===== src/rtl/pong_pkg.sv =====
// Shared Pong definitions: bounce command codes, screen/paddle geometry and
// the referee state encoding.
package pong_pkg;

  typedef logic [1:0] bounce_t;

  localparam bounce_t BOUNCE_NONE   = 2'b00;
  localparam bounce_t BOUNCE_PADDLE = 2'b01;
  localparam bounce_t BOUNCE_WALL   = 2'b10;
  localparam bounce_t BOUNCE_SCORE  = 2'b11;

  localparam int unsigned SCREEN_X_DEF      = 640;
  localparam int unsigned SCREEN_Y_DEF      = 480;
  localparam int unsigned PADDLE_W_DEF      = 8;
  localparam int unsigned PADDLE_H_DEF      = 64;
  localparam int unsigned LEFT_PADDLE_X_DEF = 16;
  localparam int unsigned RIGHT_PADDLE_X_DEF = 616;
  localparam int unsigned BALL_SPEED_DEF    = 5;
  localparam int unsigned WIN_SCORE_DEF     = 9;

  // Coordinates at or above this value are a 10-bit underflow past zero.
  localparam logic [9:0] UNDERFLOW_LIMIT = 10'd1000;

  typedef enum logic [1:0] {
    PLAY      = 2'd0,
    HOLD      = 2'd1,
    SERVE     = 2'd2,
    GAME_OVER = 2'd3
  } ref_state_t;

endpackage


===== src/rtl/pong_referee_if.sv =====
// Signal bundle between the referee, the ball/paddle FSMs and the score overlay.
interface pong_referee_if;
  import pong_pkg::*;

  logic       restart;
  logic [9:0] pos_x;
  logic [9:0] pos_y;
  logic [7:0] size_x;
  logic [7:0] size_y;
  logic [9:0] left_pad_y;
  logic [9:0] right_pad_y;
  bounce_t    bounce;
  logic [3:0] score_left;
  logic [3:0] score_right;
  logic       game_over;

  modport master (
    output restart, pos_x, pos_y, size_x, size_y, left_pad_y, right_pad_y,
    input  bounce, score_left, score_right, game_over
  );

  modport slave (
    input  restart, pos_x, pos_y, size_x, size_y, left_pad_y, right_pad_y,
    output bounce, score_left, score_right, game_over
  );

endinterface


===== src/rtl/pong_collision_detect.sv =====
// Purely combinational geometry tests: goals on either side, paddle contact
// and wall contact for the current ball box. All sums are 11 bits wide.
module pong_collision_detect
  import pong_pkg::*;
#(
  parameter int unsigned SCREEN_X       = SCREEN_X_DEF,
  parameter int unsigned SCREEN_Y       = SCREEN_Y_DEF,
  parameter int unsigned PADDLE_W       = PADDLE_W_DEF,
  parameter int unsigned PADDLE_H       = PADDLE_H_DEF,
  parameter int unsigned LEFT_PADDLE_X  = LEFT_PADDLE_X_DEF,
  parameter int unsigned RIGHT_PADDLE_X = RIGHT_PADDLE_X_DEF
) (
  input  logic [9:0] pos_x,
  input  logic [9:0] pos_y,
  input  logic [7:0] size_x,
  input  logic [7:0] size_y,
  input  logic [9:0] left_pad_y,
  input  logic [9:0] right_pad_y,
  output logic       goal_l,
  output logic       goal_r,
  output logic       hit,
  output logic       wall
);

  localparam logic [10:0] EDGE_X     = 11'(SCREEN_X);
  localparam logic [10:0] EDGE_Y     = 11'(SCREEN_Y);
  localparam logic [10:0] PAD_H      = 11'(PADDLE_H);
  localparam logic [10:0] LEFT_FACE  = 11'(LEFT_PADDLE_X + PADDLE_W);
  localparam logic [10:0] RIGHT_FACE = 11'(RIGHT_PADDLE_X);

  logic [10:0] ball_right;
  logic [10:0] ball_bottom;
  logic [10:0] ball_top;
  logic [10:0] ball_left;
  logic [10:0] lpad_top;
  logic [10:0] rpad_top;
  logic        hit_l;
  logic        hit_r;

  assign ball_left   = {1'b0, pos_x};
  assign ball_top    = {1'b0, pos_y};
  assign ball_right  = ball_left + {3'b000, size_x};
  assign ball_bottom = ball_top + {3'b000, size_y};
  assign lpad_top    = {1'b0, left_pad_y};
  assign rpad_top    = {1'b0, right_pad_y};

  assign goal_l = (pos_x == '0) || (pos_x >= UNDERFLOW_LIMIT);
  assign goal_r = !goal_l && (ball_right >= EDGE_X);

  assign hit_l = (ball_left == LEFT_FACE) && (ball_bottom > lpad_top) &&
                 (ball_top < lpad_top + PAD_H);
  assign hit_r = (ball_right == RIGHT_FACE) && (ball_bottom > rpad_top) &&
                 (ball_top < rpad_top + PAD_H);
  assign hit   = hit_l || hit_r;

  assign wall = (pos_y == '0) || (pos_y >= UNDERFLOW_LIMIT) || (ball_bottom >= EDGE_Y);

endmodule


===== src/rtl/pong_referee.sv =====
// Pong referee: classifies collisions/goals, holds each bounce command for one
// ball move period, and keeps the scores and game-over condition.
module pong_referee
  import pong_pkg::*;
#(
  parameter int unsigned SCREEN_X       = SCREEN_X_DEF,
  parameter int unsigned SCREEN_Y       = SCREEN_Y_DEF,
  parameter int unsigned PADDLE_W       = PADDLE_W_DEF,
  parameter int unsigned PADDLE_H       = PADDLE_H_DEF,
  parameter int unsigned LEFT_PADDLE_X  = LEFT_PADDLE_X_DEF,
  parameter int unsigned RIGHT_PADDLE_X = RIGHT_PADDLE_X_DEF,
  parameter int unsigned BALL_SPEED     = BALL_SPEED_DEF,
  parameter int unsigned WIN_SCORE      = WIN_SCORE_DEF
) (
  input  logic           clock,
  input  logic           reset,
  pong_referee_if.slave  bus
);

  localparam logic [7:0] HOLD_CLOCKS = 8'(BALL_SPEED);
  localparam logic [3:0] WIN         = 4'(WIN_SCORE);

  logic goal_l, goal_r, hit, wall;

  pong_collision_detect #(
    .SCREEN_X       (SCREEN_X),
    .SCREEN_Y       (SCREEN_Y),
    .PADDLE_W       (PADDLE_W),
    .PADDLE_H       (PADDLE_H),
    .LEFT_PADDLE_X  (LEFT_PADDLE_X),
    .RIGHT_PADDLE_X (RIGHT_PADDLE_X)
  ) u_detect (
    .pos_x       (bus.pos_x),
    .pos_y       (bus.pos_y),
    .size_x      (bus.size_x),
    .size_y      (bus.size_y),
    .left_pad_y  (bus.left_pad_y),
    .right_pad_y (bus.right_pad_y),
    .goal_l      (goal_l),
    .goal_r      (goal_r),
    .hit         (hit),
    .wall        (wall)
  );

  ref_state_t state, state_n;
  logic [7:0] timer, timer_n;
  bounce_t    code, code_n;
  bounce_t    bounce_q, bounce_n;
  logic [3:0] score_l, score_l_n;
  logic [3:0] score_r, score_r_n;
  logic       over_q, over_n;

  always_ff @(posedge clock or posedge reset) begin
    if (reset) begin
      state    <= PLAY;
      timer    <= '0;
      code     <= BOUNCE_NONE;
      bounce_q <= BOUNCE_NONE;
      score_l  <= '0;
      score_r  <= '0;
      over_q   <= 1'b0;
    end else begin
      state    <= state_n;
      timer    <= timer_n;
      code     <= code_n;
      bounce_q <= bounce_n;
      score_l  <= score_l_n;
      score_r  <= score_r_n;
      over_q   <= over_n;
    end
  end

  always_comb begin
    state_n   = state;
    timer_n   = timer;
    code_n    = code;
    score_l_n = score_l;
    score_r_n = score_r;

    unique case (state)
      PLAY: begin
        if (goal_l || goal_r) begin
          if (goal_l) score_r_n = score_r + 4'd1;
          else        score_l_n = score_l + 4'd1;
          if ((goal_l ? score_r_n : score_l_n) == WIN) begin
            state_n = GAME_OVER;
          end else begin
            state_n = SERVE;
            timer_n = HOLD_CLOCKS;
          end
        end else if (hit || wall) begin
          state_n = HOLD;
          code_n  = hit ? BOUNCE_PADDLE : BOUNCE_WALL;
          timer_n = HOLD_CLOCKS;
        end
      end
      HOLD, SERVE: begin
        timer_n = timer - 8'd1;
        if (timer == 8'd1) state_n = PLAY;
      end
      GAME_OVER: begin
        if (bus.restart) begin
          score_l_n = '0;
          score_r_n = '0;
          state_n   = SERVE;
          timer_n   = HOLD_CLOCKS;
        end
      end
      default: state_n = PLAY;
    endcase

    // Outputs are registered from the next state so they align with it.
    unique case (state_n)
      HOLD:            bounce_n = code_n;
      SERVE, GAME_OVER: bounce_n = BOUNCE_SCORE;
      default:         bounce_n = BOUNCE_NONE;
    endcase
    over_n = (state_n == GAME_OVER);
  end

  assign bus.bounce      = bounce_q;
  assign bus.score_left  = score_l;
  assign bus.score_right = score_r;
  assign bus.game_over   = over_q;

endmodule


===== src/flat_wrapper.sv =====
// flat-port wrapper written by rule: the top's interface ports become plain ports
module pong_referee_flat import pong_pkg::*;
#(
  parameter int unsigned SCREEN_X       = SCREEN_X_DEF,
  parameter int unsigned SCREEN_Y       = SCREEN_Y_DEF,
  parameter int unsigned PADDLE_W       = PADDLE_W_DEF,
  parameter int unsigned PADDLE_H       = PADDLE_H_DEF,
  parameter int unsigned LEFT_PADDLE_X  = LEFT_PADDLE_X_DEF,
  parameter int unsigned RIGHT_PADDLE_X = RIGHT_PADDLE_X_DEF,
  parameter int unsigned BALL_SPEED     = BALL_SPEED_DEF,
  parameter int unsigned WIN_SCORE      = WIN_SCORE_DEF
)
  (clock, reset, bus_restart, bus_pos_x, bus_pos_y, bus_size_x, bus_size_y, bus_left_pad_y, bus_right_pad_y, bus_bounce, bus_score_left, bus_score_right, bus_game_over);
  pong_referee_if bus_i ();
  input  logic clock;
  input  logic reset;
  input wire logic [$bits(bus_i.restart)-1:0] bus_restart;
  input wire logic [$bits(bus_i.pos_x)-1:0] bus_pos_x;
  input wire logic [$bits(bus_i.pos_y)-1:0] bus_pos_y;
  input wire logic [$bits(bus_i.size_x)-1:0] bus_size_x;
  input wire logic [$bits(bus_i.size_y)-1:0] bus_size_y;
  input wire logic [$bits(bus_i.left_pad_y)-1:0] bus_left_pad_y;
  input wire logic [$bits(bus_i.right_pad_y)-1:0] bus_right_pad_y;
  output wire logic [$bits(bus_i.bounce)-1:0] bus_bounce;
  output wire logic [$bits(bus_i.score_left)-1:0] bus_score_left;
  output wire logic [$bits(bus_i.score_right)-1:0] bus_score_right;
  output wire logic [$bits(bus_i.game_over)-1:0] bus_game_over;
  assign bus_i.restart = bus_restart;
  assign bus_i.pos_x = bus_pos_x;
  assign bus_i.pos_y = bus_pos_y;
  assign bus_i.size_x = bus_size_x;
  assign bus_i.size_y = bus_size_y;
  assign bus_i.left_pad_y = bus_left_pad_y;
  assign bus_i.right_pad_y = bus_right_pad_y;
  assign bus_bounce = bus_i.bounce;
  assign bus_score_left = bus_i.score_left;
  assign bus_score_right = bus_i.score_right;
  assign bus_game_over = bus_i.game_over;
  pong_referee #(.SCREEN_X(SCREEN_X), .SCREEN_Y(SCREEN_Y), .PADDLE_W(PADDLE_W), .PADDLE_H(PADDLE_H), .LEFT_PADDLE_X(LEFT_PADDLE_X), .RIGHT_PADDLE_X(RIGHT_PADDLE_X), .BALL_SPEED(BALL_SPEED), .WIN_SCORE(WIN_SCORE)) u_core (.clock(clock), .reset(reset), .bus(bus_i));
endmodule

===== config.mk =====
export PLATFORM = sky130hd
export DESIGN_NAME = pong_referee_flat
export DESIGN_NICKNAME = d
export VERILOG_FILES = /design/src/rtl/pong_pkg.sv /design/src/rtl/pong_referee_if.sv /design/src/rtl/pong_collision_detect.sv /design/src/rtl/pong_referee.sv /design/src/flat_wrapper.sv
export SDC_FILE = /design/constraint.sdc
export NUM_CORES = 1
export LEC_CHECK = 0
export ABC_AREA = 0
export CAP_MARGIN = 20
export CORE_MARGIN = 2
export CORE_UTILIZATION = 56
export CTS_CLUSTER_SIZE = 40
export DETAILED_ROUTE_END_ITERATION = 10
export HOLD_SLACK_MARGIN = 0.02
export PLACE_DENSITY = 0.87
export SETUP_SLACK_MARGIN = 0.3
export SYNTH_ARGS = -nofsm -noshare
export SYNTH_HDL_FRONTEND = slang
export SYNTH_HIERARCHICAL = 1
export SYNTH_SLANG_ARGS = --single-unit

===== constraint.sdc =====
create_clock -name clock -period 4 [get_ports clock]
set_clock_uncertainty 0.2 [all_clocks]
set_input_delay 0.8 -clock clock [delete_from_list [all_inputs] [get_ports clock]]
set_output_delay 0.8 -clock clock [all_outputs]
set_load 0.1 [all_outputs]

==> results of run 1 <==
## per-layer routing
layer | overflow | GRT usage (%)
met1 | 2 | 72.97
met2 | 58 | 97.14
met3 | 0 | 52.04
met4 | 43 | 89.31
met5 | 0 | 2.727
## kinds of logic after synthesis
kind of cell / share of synthesized area, %
fa+ha+maj: 25.44
compound gates: 25.52
flops: 17.95
simple gates: 18.96
xor+xnor: 6.009
buf+inv: 6.125
## through the flow
stage / setup slack, ps / cell area, sq um / hold WS (ps) / utilization (%)
global placement: -1322 / 4662 / 278.0 / 84.66
floorplan: -574.9 / 3327 / 251.6 / -
CTS: -746.1 / 4997 / 308.9 / 90.75
detailed placement: -1543 / 4662 / 298.2 / 84.66
## what timing repair did
action / CTS
endpoints found under the hold margin: 0
setup buffers: 16
pin swaps: 40
resized for setup: 75
gates cloned: 1
setup endpoints to repair: 23
==> summary.md, run 1 <==
| Metric | Value |
|---|---|
| Exit stage | `5_1_grt` |
| Die X | `79.68 um` |
| CTS max path bufs | `2` |
| GRT Total Usage | `75.84%` |
| Number of synthesis warnings | `6` |
| GRT overflow | `103` |
| Outcome | `stopped before the end` |
| Count leader, synth | `ha_1` |
| CTS Buf Count | `3` |
| Hold bufs inserted after CTS | `0` |
| Starting density of the core | `roughly three fifths` |
| Htree depth | `1` |
| Vert. Die Dim | `79.68 um` |
| Async S/R FF share, synth | `between 90% and 100%` |
| Distinct cells, synth | `63` |
| DP Cell Count | `600` |
| CTS root buf | `clkbuf_8` |
| Gate Count Post-Synth | `388` |
| Register area share after synthesis | `17.95%` |
| Largest area contributor in the netlist | `ha_1` |
| Worst_ep grt | `u_core/timer[5]$_DFFE_PP0P_/D` |
| Worst-path end type | `sequential cell input` |
| Synth Net Count | `511` |
| Leading post-synthesis cells by cell area | `ha_1 (24%), dfrtp_1 (18%), xnor2_1 (5.2%)` |
| Placer Congestion | `0.9463` |
| Clock sinks | `23` |
| Largest net degree at the start of global routing | `24` |
| Run Error | `[ERROR GRT-0232] Routing congestion too high. Check the congestion heatmap in the GUI.` |
| DP HPWL | `slightly above 8000 um` |
| Commonest cells post-synth | `ha_1 (62), inv_1 (38), nor2_1 (28)` |
| Synthesized flop and latch total | `23` |
| Post-Syn Area | `0.003207 sq mm` |
| Prevailing post-synth register cell | `dfrtp_1` |
| Port bufs | `69` |
| Yosys top cell area share | `24.19%` |
| Row count | `27` |
| Number of synthesized flops with an enable pin | `0` |
| Syn Area/Cell | `about 8.3 sq um` |
| I/O pins | `70` |
==> run 2, diff against run 1 <==
--- a/config.mk
+++ b/config.mk
@@ -8,12 +8,9 @@
 export ABC_AREA = 0
 export CAP_MARGIN = 20
 export CORE_MARGIN = 2
-export CORE_UTILIZATION = 56
-export CTS_CLUSTER_SIZE = 40
+export CORE_UTILIZATION = 40
 export DETAILED_ROUTE_END_ITERATION = 10
-export HOLD_SLACK_MARGIN = 0.02
-export PLACE_DENSITY = 0.87
-export SETUP_SLACK_MARGIN = 0.3
+export PLACE_DENSITY_LB_ADDON = 0.15
 export SYNTH_ARGS = -nofsm -noshare
 export SYNTH_HDL_FRONTEND = slang
 export SYNTH_HIERARCHICAL = 1
==> summary.md, run 2 <==
| Metric | Value |
|---|---|
| Outcome | `complete, but fails checks` |
| Failing checks | `setup timing` |
| Nets | `683` |
| Tot Pwr | `0.002081 W` |
| Clock sinks | `23 (unchanged)` |
| Leading cell type in the layout, fill and taps excluded | `buf_4` |
| Drt first-iter violations | `188` |
| Leading post-synthesis cells by cell area | `ha_1 (24%), dfrtp_1 (18%), xnor2_1 (5.2%)` |
| Biggest register | `u_core/timer` |
| Prevailing post-synth register cell | `dfrtp_1` |
| Yosys top cell area share | `24.19% (unchanged)` |
| Max rail drop VDD | `0.0003701 V` |
| Power per Cell Area | `~400 mW/mm^2` |
| Clk slew on worst S/H paths | `about 90 ps` |
| First-pass GRT wire length | `between 15,000 and 20,000 um` |
| Post-Syn Area | `0.003207 sq mm (unchanged)` |
| Syn Area/Cell | `8.265 sq um (unchanged)` |
| Critical setup path kind | `in2reg` |
| Fmax | `0.2034 GHz` |
| Row count | `32 (+19%)` |
| Antenna diodes | `0` |
| DP HPWL | `7573 um (-7.8%)` |
| Vert. Die Dim | `93.54 um (+17%)` |
| Maxcap violations | `0` |
| Vias/cell | `5.419` |
| Max Slew Vio Count | `0` |
| I/O pins | `70 (unchanged)` |
| Number of synthesized flops with an enable pin | `0 (unchanged)` |
| Final Critical Period | `approximately 5000 ps` |
| Gate Count Post-Synth | `388 (unchanged)` |
| Largest net degree at the start of global routing | `24` |
| Commonest cells post-synth | `ha_1 (62), inv_1 (38), nor2_1 (28)` |
| Die Area | `0.008750 sq mm` |
| Max FFs per register | `8` |
| Count leader, synth | `ha_1` |
| Synth Net Count | `511 (unchanged)` |
| Remaining antenna violation count | `0` |
| Placer Congestion | `0.8586 (-9.3%)` |
| Final hold viol count | `0` |
| Synth-to-layout area growth | `63.40%` |
| CTS Buf Count | `3 (unchanged)` |
| Final wirelength | `9961 um` |
| Vias in the first global route | `3,545` |
| Util after Layout | `67.46%` |
| Fillers | `640` |
| Synthesized flop and latch total | `23 (unchanged)` |
| GRT Total Usage | `22.22%` |
| Antenna violations before repair | `0` |
| Final period utilization | `122.9%` |
| Number of synthesis warnings | `6 (unchanged)` |
| Worst Setup SP | `bus_pos_y[1]` |
| Largest area contributor in the netlist | `ha_1` |
| RSZ-0062 raised after global routing | `true` |
| P_leak | `2.465 nW` |
| Hold bufs inserted after CTS | `0 (unchanged)` |
| Final setup violating endpoints | `18` |
| Hold Crit Class | `reg2reg` |
| Final WS setup | `-915.6 ps` |
| Routed len/inst | `roughly 15 um` |
| Setup slack at placement | `-1480 ps (+62.93 ps)` |
| CTS tree | `built` |
| CTS max path bufs | `2 (unchanged)` |
| # DRC | `0` |
| Required time of the critical path | `3960 ps` |
| Die X | `93.54 um (+17%)` |
| R2R Path Start | `u_core/state[0]$_DFF_PP0_` |
| Slew Limit Headroom | `34.64%` |
| Crit path max fanout | `5` |
| Starting density of the core | `41.29% (-17 points)` |
| Worst Setup End Kind | `flop` |
| Distinct cells, synth | `63 (unchanged)` |
| Async S/R FF share, synth | `100.0% (unchanged)` |
| Slew @ Worst Pin | `approximately 980 ps` |
| Critical path arrival | `4880 ps` |
| GRT overflow | `0` |
| Register area share after synthesis | `17.95% (unchanged)` |
| Via count | `3,582` |
| Worst Hold Launch | `u_core/code[0]$_DFF_PP0_` |
| Core area | `around 0.0078 sq mm` |
| Startpoint Class | `input pin` |
| Commonest cells after routing, fill and taps aside | `buf_4 (103), ha_1 (52), clkdlybuf4s50_1 (51), inv_1 (34), dfrtp_1 (23)` |
| Port bufs | `69 (unchanged)` |
| Fraction of layout cells with a size suffix above 1 | `33.45%` |
| Htree depth | `1 (unchanged)` |
| Clock Latency Late Sink | `270 ps` |
| CTS root buf | `clkbuf_8` |
| 1st-pass router iterations | `4` |
[run 2: cell counts after synthesis]
No cell type changed its count.
[run 2: through the flow]
step / TNS (ps) / hold WS [ps] / std cells / instance area (sq um)
after floorplan: -5280 / 251.6 / 388 / 3278
after global placement: -21060 / 271.7 / 638 / 4712
after detailed placement: -23010 / 269.2 / 638 / 4712
after CTS: -9766 / 295.8 / 655 / 5035
after global routing: -12660 / 326.2 / 661 / 5240
final: -10440 / 287.8 / 661 / 5240
[run 2: logic make-up (layout without fill, tap and decap cells)]
logic type	Yosys count	in the layout	share of synthesized area, %
and+or+nand+nor	117	117	18.96
DFF	23	23	17.95
AOI/OAI and AO/OA	114	115	25.52
buffers and inverters	48	218	6.125
adders and majority gates	64	64	25.44
xor gates and xnor gates	22	22	6.009
[run 2: cell type report]
| class | count | area, sq um | share of cell area [%] |
|---|---|---|---|
| Clock buffer | 3 | 41.29 | 0.7880 |
| Clock inverter | 1 | 7.507 | 0.1433 |
| Multi-Input combinational cell | 318 | 2841 | 54.23 |
| Tap cell | 102 | 127.6 | 2.436 |
| Sequential cell | 23 | 575.6 | 10.98 |
| Timing Repair Buffer | 175 | 1500 | 28.63 |
| Inverter | 39 | 146.4 | 2.794 |
[run 2: worst max-delay path: stages]
cell       delay [ps]
buf_8             100
ha_4              230
a21oi_4           130
nor2b_4            50
o31a_1            270
or3_4             350
a21oi_4           150
xnor2_2           160
ha_1              300
o21a_1            200
o21a_1            190
o32ai_2           120
a31oi_1            80
o2111ai_1         240
o32ai_2           140
nor4_2            380
nor3_2             70
a31oi_2           220
buf_4             150
o31ai_4            90
and2_4            230
a32o_1            220
[run 2: path summary, 6_finish.rpt]
check,endpoint,slack (ps),cells after the start
setup / recovery,u_core/timer[5]$_DFFE_PP0P_,-920,22
hold / removal,u_core/code[0]$_DFF_PP0_,290,2
setup reg to reg,u_core/timer[5]$_DFFE_PP0P_,1200,8
hold reg to reg,u_core/code[0]$_DFF_PP0_,290,2
max in group asynchronous,u_core/bus.score_right[2]$_DFFE_PP0P_,2200,2
min in group asynchronous,u_core/timer[0]$_DFFE_PP0P_,840,2
[run 2: layer usage]
layer / vias up / share of wire, % / global-route usage, %
met4: 0 / 0.51 / 2.657
met1: 1686 / 45 / 29.63
li1: 1784 / - / -
met5: - / 0 / 0
met3: 8 / 4.8 / 2.498
met2: 104 / 50 / 39.75
[run 2: repair_timing]
action                     CTS  global route
gates resized for setup     75            34
setup endpoints to repair   23            23
pin swaps                   39            52
setup buffers               12            12
hold endpoints to repair     0             0
cloned                       1             0
[run 2: power breakdown]
part           total [W]  switching [W]  leakage [nW]  internal (W)
sequential      0.000384      0.0000774         0.292      0.000307
clock           0.000149      0.0000788        0.0217     0.0000705
combinational    0.00155       0.000903          2.15      0.000644
(Power assumes the default switching activity.)
==> run 3, diff against run 2 <==
--- a/config.mk
+++ b/config.mk
@@ -7,8 +7,10 @@
 export LEC_CHECK = 0
 export ABC_AREA = 0
 export CAP_MARGIN = 20
+export CORE_ASPECT_RATIO = 1.4
 export CORE_MARGIN = 2
 export CORE_UTILIZATION = 40
+export CTS_CLUSTER_DIAMETER = 30
 export DETAILED_ROUTE_END_ITERATION = 10
 export PLACE_DENSITY_LB_ADDON = 0.15
 export SYNTH_ARGS = -nofsm -noshare
==> summary.md, run 3 (synthesized netlist as in run 2, its figures left out) <==
| Metric | Value |
|---|---|
| GRT overflow | `0 (unchanged)` |
| Htree depth | `1 (unchanged)` |
| Outcome | `complete, but fails checks` |
| CTS root buf | `clkbuf_8` |
| Final Critical Period | `4890 ps (-25.67 ps)` |
| Row count | `38 (+19%)` |
| 1st-pass router iterations | `6 (+2)` |
| Slew Limit Headroom | `34.57% (-0.072 points)` |
| Critical Path Max Stage Delay | `350 ps (-30 ps)` |
| Leading cell type in the layout, fill and taps excluded | `buf_4` |
| Maxcap violations | `0 (unchanged)` |
| Core area | `0.007750 sq mm (-0.23%)` |
| Die Area | `0.008759 sq mm (+0.11%)` |
| Placement Cell Area | `0.004619 sq mm (-2.0%)` |
| Slowest stage cell, crit path | `fa_2` |
| DP HPWL | `8145 um (+7.6%)` |
| Routed len/inst | `16.62 um (+10%)` |
| Critical setup path kind | `in2reg` |
| Fmax | `0.2045 GHz (+0.52%)` |
| Final wirelength | `10,740 um (+7.8%)` |
| Required time of the critical path | `3960 ps (about the same)` |
| Max rail drop VDD | `0.0006517 V (+76%)` |
| Drt first-iter violations | `148 (-21%)` |
| Fillers | `622 (-2.8%)` |
| Startpoint Class | `input pin` |
| Vias/cell | `5.540 (+2.2%)` |
| Commonest cells after routing, fill and taps aside | `buf_4 (81), ha_1 (51), clkdlybuf4s50_1 (45), inv_1 (35), dfrtp_1 (23)` |
| Final period utilization | `122.2% (-0.64 points)` |
| P_leak | `2.445 nW (-0.81%)` |
| Power per Cell Area | `400.8 mW/mm^2 (+0.95%)` |
| Clock Latency Late Sink | `270 ps (about the same)` |
| Biggest register | `u_core/timer` |
| Crit path max fanout | `6 (+1)` |
| Vert. Die Dim | `109.9 um (+18%)` |
| CTS max path bufs | `2 (unchanged)` |
| RSZ-0062 raised after global routing | `true` |
| Worst path cell trace | `buf_8 -> ha_4 -> fa_2 -> a21o_1 -> a21oi_2 -> nor2_2 -> o21a_1 -> nor2_2 -> xnor2_2 -> ha_1 -> and3_4 -> a22oi_1 -> a31oi_1 -> o211ai_1 -> o32ai_2 -> nor4_2 -> nor3_1 -> a31oi_1 -> o31ai_4 -> and2_4 -> a32o_1` |
| Slew @ Worst Pin | `978.4 ps (+1.076 ps)` |
| Hold bufs inserted after CTS | `0 (unchanged)` |
| Clock sinks | `23 (unchanged)` |
| Clk slew on worst S/H paths | `80 ps (about the same)` |
| Placer Congestion | `0.8749 (+1.9%)` |
| Max Slew Vio Count | `0 (unchanged)` |
| # DRC | `0 (unchanged)` |
| CTS tree | `built` |
| Remaining antenna violation count | `0 (unchanged)` |
| Nets | `670 (-1.9%)` |
| Final WS setup | `-889.9 ps (+25.67 ps)` |
| Final setup violating endpoints | `15 (-3)` |
| DP Cell Count | `624 (-2.2%)` |
| Synth-to-layout area growth | `61.49%` |
| Max FFs per register | `8 (unchanged)` |
| Largest net degree at the start of global routing | `24 (unchanged)` |
| Port bufs | `69 (unchanged)` |
| Vias in the first global route | `3,542 (-0.085%)` |
| Critical path arrival | `4850 ps (-30 ps)` |
| Via count | `3,579 (-0.084%)` |
| Starting density of the core | `41.38% (+0.093 points)` |
| Non-Filler Instances | `646 (-2.3%)` |
| I/O pins | `70 (unchanged)` |
| GRT Total Usage | `23.36% (+1.1 points)` |
| Final hold viol count | `0 (unchanged)` |
| CTS Buf Count | `3 (unchanged)` |
| Die X | `79.68 um (-15%)` |
| First-pass GRT wire length | `16,130 um (+1.6%)` |
| Final instance area | `0.005179 sq mm (-1.2%)` |
| Fraction of layout cells with a size suffix above 1 | `32.78% (-0.67 points)` |
| Antenna violations before repair | `0 (unchanged)` |
| Worst Setup End Kind | `flop` |
| Hold Crit Class | `reg2reg` |
| Antenna diodes | `0 (unchanged)` |
| Failing checks | `setup timing` |
## run 3: cell types whose count changed in the layout (fill, tap and decap cells not counted), moves of 3 or more
cell,before,now
clkdlybuf4s50_1,51,45
a21oi_2,5,8
clkbuf_2,0,3
a21oi_1,14,11
buf_4,103,81
buf_6,4,18
## run 3: worst paths after layout
path / startpoint / to / slack (ps) / depth (start not counted)
worst min register to register: u_core/code[0]$_DFF_PP0_ / u_core/code[0]$_DFF_PP0_ / 300 / 2
worst max register to register: u_core/state[0]$_DFF_PP0_ / u_core/timer[5]$_DFFE_PP0P_ / 1410 / 7
worst max-delay path: bus_pos_y[0] / u_core/timer[5]$_DFFE_PP0P_ / -890 / 21
worst min-delay path: u_core/code[0]$_DFF_PP0_ / u_core/code[0]$_DFF_PP0_ / 300 / 2
max in group asynchronous: reset / u_core/timer[1]$_DFFE_PP0P_ / 2210 / 2
min in group asynchronous: reset / u_core/bus.game_over$_DFF_PP0_ / 820 / 2
## run 3: per-layer routing
metal,track usage (%),wire [um],part of all wire (%)
met1,25.27,4151,39
met2,46.22,5840,54
met3,1.806,397,3.7
met4,8.744,347,3.2
met5,0,0,0
## run 3: through the flow
step / setup TNS, ps / setup slack (ps) / util, % / power (W) / hold slack [ps]
2_1_floorplan: -5280 / -575.1 / - / 0.001289 / 251.6
3_3_place_gp: -20480 / -1369 / 59.61 / 0.001682 / 279.7
3_5_place_dp: -22520 / -1498 / 59.61 / 0.001716 / 301.3
4_1_cts: -7691 / -750.8 / 63.35 / 0.001968 / 301.2
5_1_grt: -12750 / -1106 / 66.82 / 0.002217 / 317.6
6_report: -9305 / -889.9 / 66.82 / 0.002076 / 299.3
## run 3: repair_timing
action | 4_1_cts | 5_1_grt
setup endpoints to repair | 23 | 23
buffers inserted | 10 | 11
gates resized for setup | 82 | 59
pin swaps | 31 | 32
## run 3: power by group
part | switching, W | internal, W | total [W]
combinational | 0.000889 | 0.000649 | 0.00154
clock | 0.0000746 | 0.0000712 | 0.000146
sequential | 0.0000850 | 0.000307 | 0.000392
## run 3: area by class of cell
class	count	area, sq um	area share, %
multi-input cells	317	2845	54.94
repair buffers	163	1441	27.83
flip-flops and latches	23	575.6	11.11
inverters	39	146.4	2.827
well taps	100	125.1	2.416
clock buffers	4	45.04	0.8698
## run 3: critical path: cells and delay by family
kind / cells / cell delay [ps]
compound gates: 10 / 1940
xor+xnor: 1 / 160
fa+ha+maj: 3 / 810
buf+inv: 1 / 100
simple gates: 6 / 1040
==> run 4, diff against run 3 <==
--- a/config.mk
+++ b/config.mk
@@ -9,7 +9,7 @@
 export CAP_MARGIN = 20
 export CORE_ASPECT_RATIO = 1.4
 export CORE_MARGIN = 2
-export CORE_UTILIZATION = 40
+export CORE_UTILIZATION = 56
 export CTS_CLUSTER_DIAMETER = 30
 export DETAILED_ROUTE_END_ITERATION = 10
 export PLACE_DENSITY_LB_ADDON = 0.15
==> summary.md, run 4 (synthesized netlist as in run 2, its figures left out) <==
| Metric | Value |
|---|---|
| Antenna violations before repair | `0 (unchanged)` |
| Hold Crit Class | `reg2reg` |
| Routed len/inst | `21.28 um (+28%)` |
| Nets | `664 (-0.90%)` |
| Non-Filler Instances | `608 (-5.9%)` |
| Max Slew Vio Count | `0 (unchanged)` |
| Remaining antenna violation count | `0 (unchanged)` |
| Slowest stage cell, crit path | `fa_2` |
| Worst Setup End Kind | `flop` |
| Final period utilization | `124.7% (+2.5 points)` |
| Vias in the first global route | `3,722 (+5.1%)` |
| Slew Limit Headroom | `34.45% (-0.11 points)` |
| Final wirelength | `12,940 um (+21%)` |
| Crit path max fanout | `4 (-2)` |
| First-pass GRT wire length | `16,440 um (+1.9%)` |
| Final setup violating endpoints | `21 (+6)` |
| Critical path arrival | `4940 ps (+90 ps)` |
| GRT Total Usage | `33.34% (+10 points)` |
| Core area | `0.005525 sq mm (-29%)` |
| Slew @ Worst Pin | `980.1 ps (+1.698 ps)` |
| Critical Path Max Stage Delay | `370 ps (+20 ps)` |
| 1st-pass router iterations | `5 (-1)` |
| Die X | `67.96 um (-15%)` |
| Clock sinks | `23 (unchanged)` |
| Drt first-iter violations | `438 (+200%)` |
| Htree depth | `1 (unchanged)` |
| P_leak | `2.419 nW (-1.1%)` |
| Vias/cell | `6.536 (+18%)` |
| Antenna diodes | `0 (unchanged)` |
| CTS Buf Count | `3 (unchanged)` |
| Clk slew on worst S/H paths | `80 ps (about the same)` |
| DP Cell Count | `585 (-6.3%)` |
| CTS root buf | `clkbuf_8` |
| Outcome | `complete, but fails checks` |
| Largest net degree at the start of global routing | `24 (unchanged)` |
| Via count | `3,974 (+11%)` |
| Max rail drop VDD | `0.0004742 V (-27%)` |
| Buffers & Inverters on Critical Path | `6 (+5)` |
| Synth-to-layout area growth | `57.86%` |
| DP HPWL | `7995 um (-1.8%)` |
| Max FFs per register | `8 (unchanged)` |
| Maxcap violations | `0 (unchanged)` |
| Most numerous cell on the critical path | `buf_6` |
| Fraction of layout cells with a size suffix above 1 | `31.11% (-1.7 points)` |
| Clock Latency Late Sink | `270 ps (about the same)` |
| CTS tree | `built` |
| Final WS setup | `-990.0 ps (-100.0 ps)` |
| I/O pins | `70 (unchanged)` |
| # DRC | `0 (unchanged)` |
| Row count | `32 (-16%)` |
| Final hold viol count | `0 (unchanged)` |
| Leading cell type in the layout, fill and taps excluded | `buf_4` |
| Vert. Die Dim | `93.54 um (-15%)` |
| Final Critical Period | `4990 ps (+100.0 ps)` |
| Biggest register | `u_core/timer` |
| Failing checks | `setup timing` |
| Setup slack at placement | `-1538 ps (-40.04 ps)` |
| Fmax | `0.2004 GHz (-2.0%)` |
| GRT overflow | `0 (unchanged)` |
| Starting density of the core | `58.04% (+17 points)` |
| Port bufs | `69 (unchanged)` |
| Power per Cell Area | `415.5 mW/mm^2 (+3.7%)` |
| CTS max path bufs | `2 (unchanged)` |
| Crit path max-delay family | `compound AO/OA/AOI/OAI gates` |
| Commonest cells after routing, fill and taps aside | `buf_4 (81), ha_1 (52), clkdlybuf4s50_1 (48), inv_1 (35), dfrtp_1 (23)` |
| Placer Congestion | `0.9715 (+11%)` |
| Critical setup path kind | `in2reg` |
| Startpoint Class | `input pin` |
| RSZ-0062 raised after global routing | `true` |
| Required time of the critical path | `3950 ps (about the same)` |
| Die Area | `0.006356 sq mm (-27%)` |
==> run 4: cell types whose count changed in the layout (fill, tap and decap cells not counted), sizes merged <==
cell           change
buf                -9
dlygate4sd2        -4
dlymetal6s2s       +4
clkdlybuf4s50      +3
clkdlybuf4s15      -1
o31ai              +1
==> run 4: worst paths after layout <==
kind,startpoint,end,slack (ps),depth (start not counted)
min,u_core/code[0]$_DFF_PP0_,u_core/code[0]$_DFF_PP0_,310,2
max,bus_pos_y[0],u_core/bus.bounce[1]$_DFF_PP0_,-990,26
min in group asynchronous,reset,u_core/bus.score_right[3]$_DFFE_PP0P_,820,2
max in group asynchronous,reset,u_core/timer[4]$_DFFE_PP0P_,2240,2
min reg2reg,u_core/code[0]$_DFF_PP0_,u_core/code[0]$_DFF_PP0_,310,2
max reg2reg,u_core/state[0]$_DFF_PP0_,u_core/timer[5]$_DFFE_PP0P_,1220,7
==> run 4: worst register-to-register path, delay by kind of cell, from the launching register on <==
kind            cells  cell delay [ps]
simple gates        3             1060
compound gates      3              640
flops               1              440
fa+ha+maj           1              350
==> run 4: routing by layer <==
| metal | vias to the layer above | wire length, um | track usage [%] |
|---|---|---|---|
| li1 | 1750 | - | - |
| met1 | 1866 | 4640 | 38.56 |
| met2 | 259 | 6424 | 59.30 |
| met3 | 99 | 906 | 1.925 |
| met4 | 0 | 968 | 17.67 |
| met5 | - | 0 | 0 |
==> run 4: through the flow <==
step	hold WS [ps]	TNS, ps	area (sq um)	total power (W)	utilization [%]
2_1_floorplan	251.6	-5280	3278	0.001289	-
5_1_grt	324.2	-15980	5062	0.002226	91.62
3_3_place_gp	279.4	-20630	4527	0.001667	81.93
4_1_cts	307.1	-8738	4763	0.001938	86.21
3_5_place_dp	296.6	-22900	4527	0.001706	81.93
6_report	312.2	-12650	5062	0.002104	91.62
==> run 4: report_power, final <==
group | total (W) | internal, W | switching (W)
Combinational | 0.00156 | 0.000618 | 0.000943
Sequential | 0.000397 | 0.000307 | 0.0000908
Clock | 0.000145 | 0.0000713 | 0.0000741
==> run 4: final cells by class <==
type / count / area, sq um
clock buffers: 4 / 45.04
multi-input cells: 318 / 2836
well taps: 68 / 85.08
inverters: 39 / 146.4
fillers: 242 / 462.9
repair buffers: 156 / 1374
flip-flops and latches: 23 / 575.6
==> run 4: timing repair <==
action | in CTS | in global routing
endpoints found under the setup margin | 23 | 23
hold buffers | 0 | 0
resized for setup | 52 | 67
setup buffers | 10 | 14
pin swaps | 27 | 23
cloned | 1 | 0
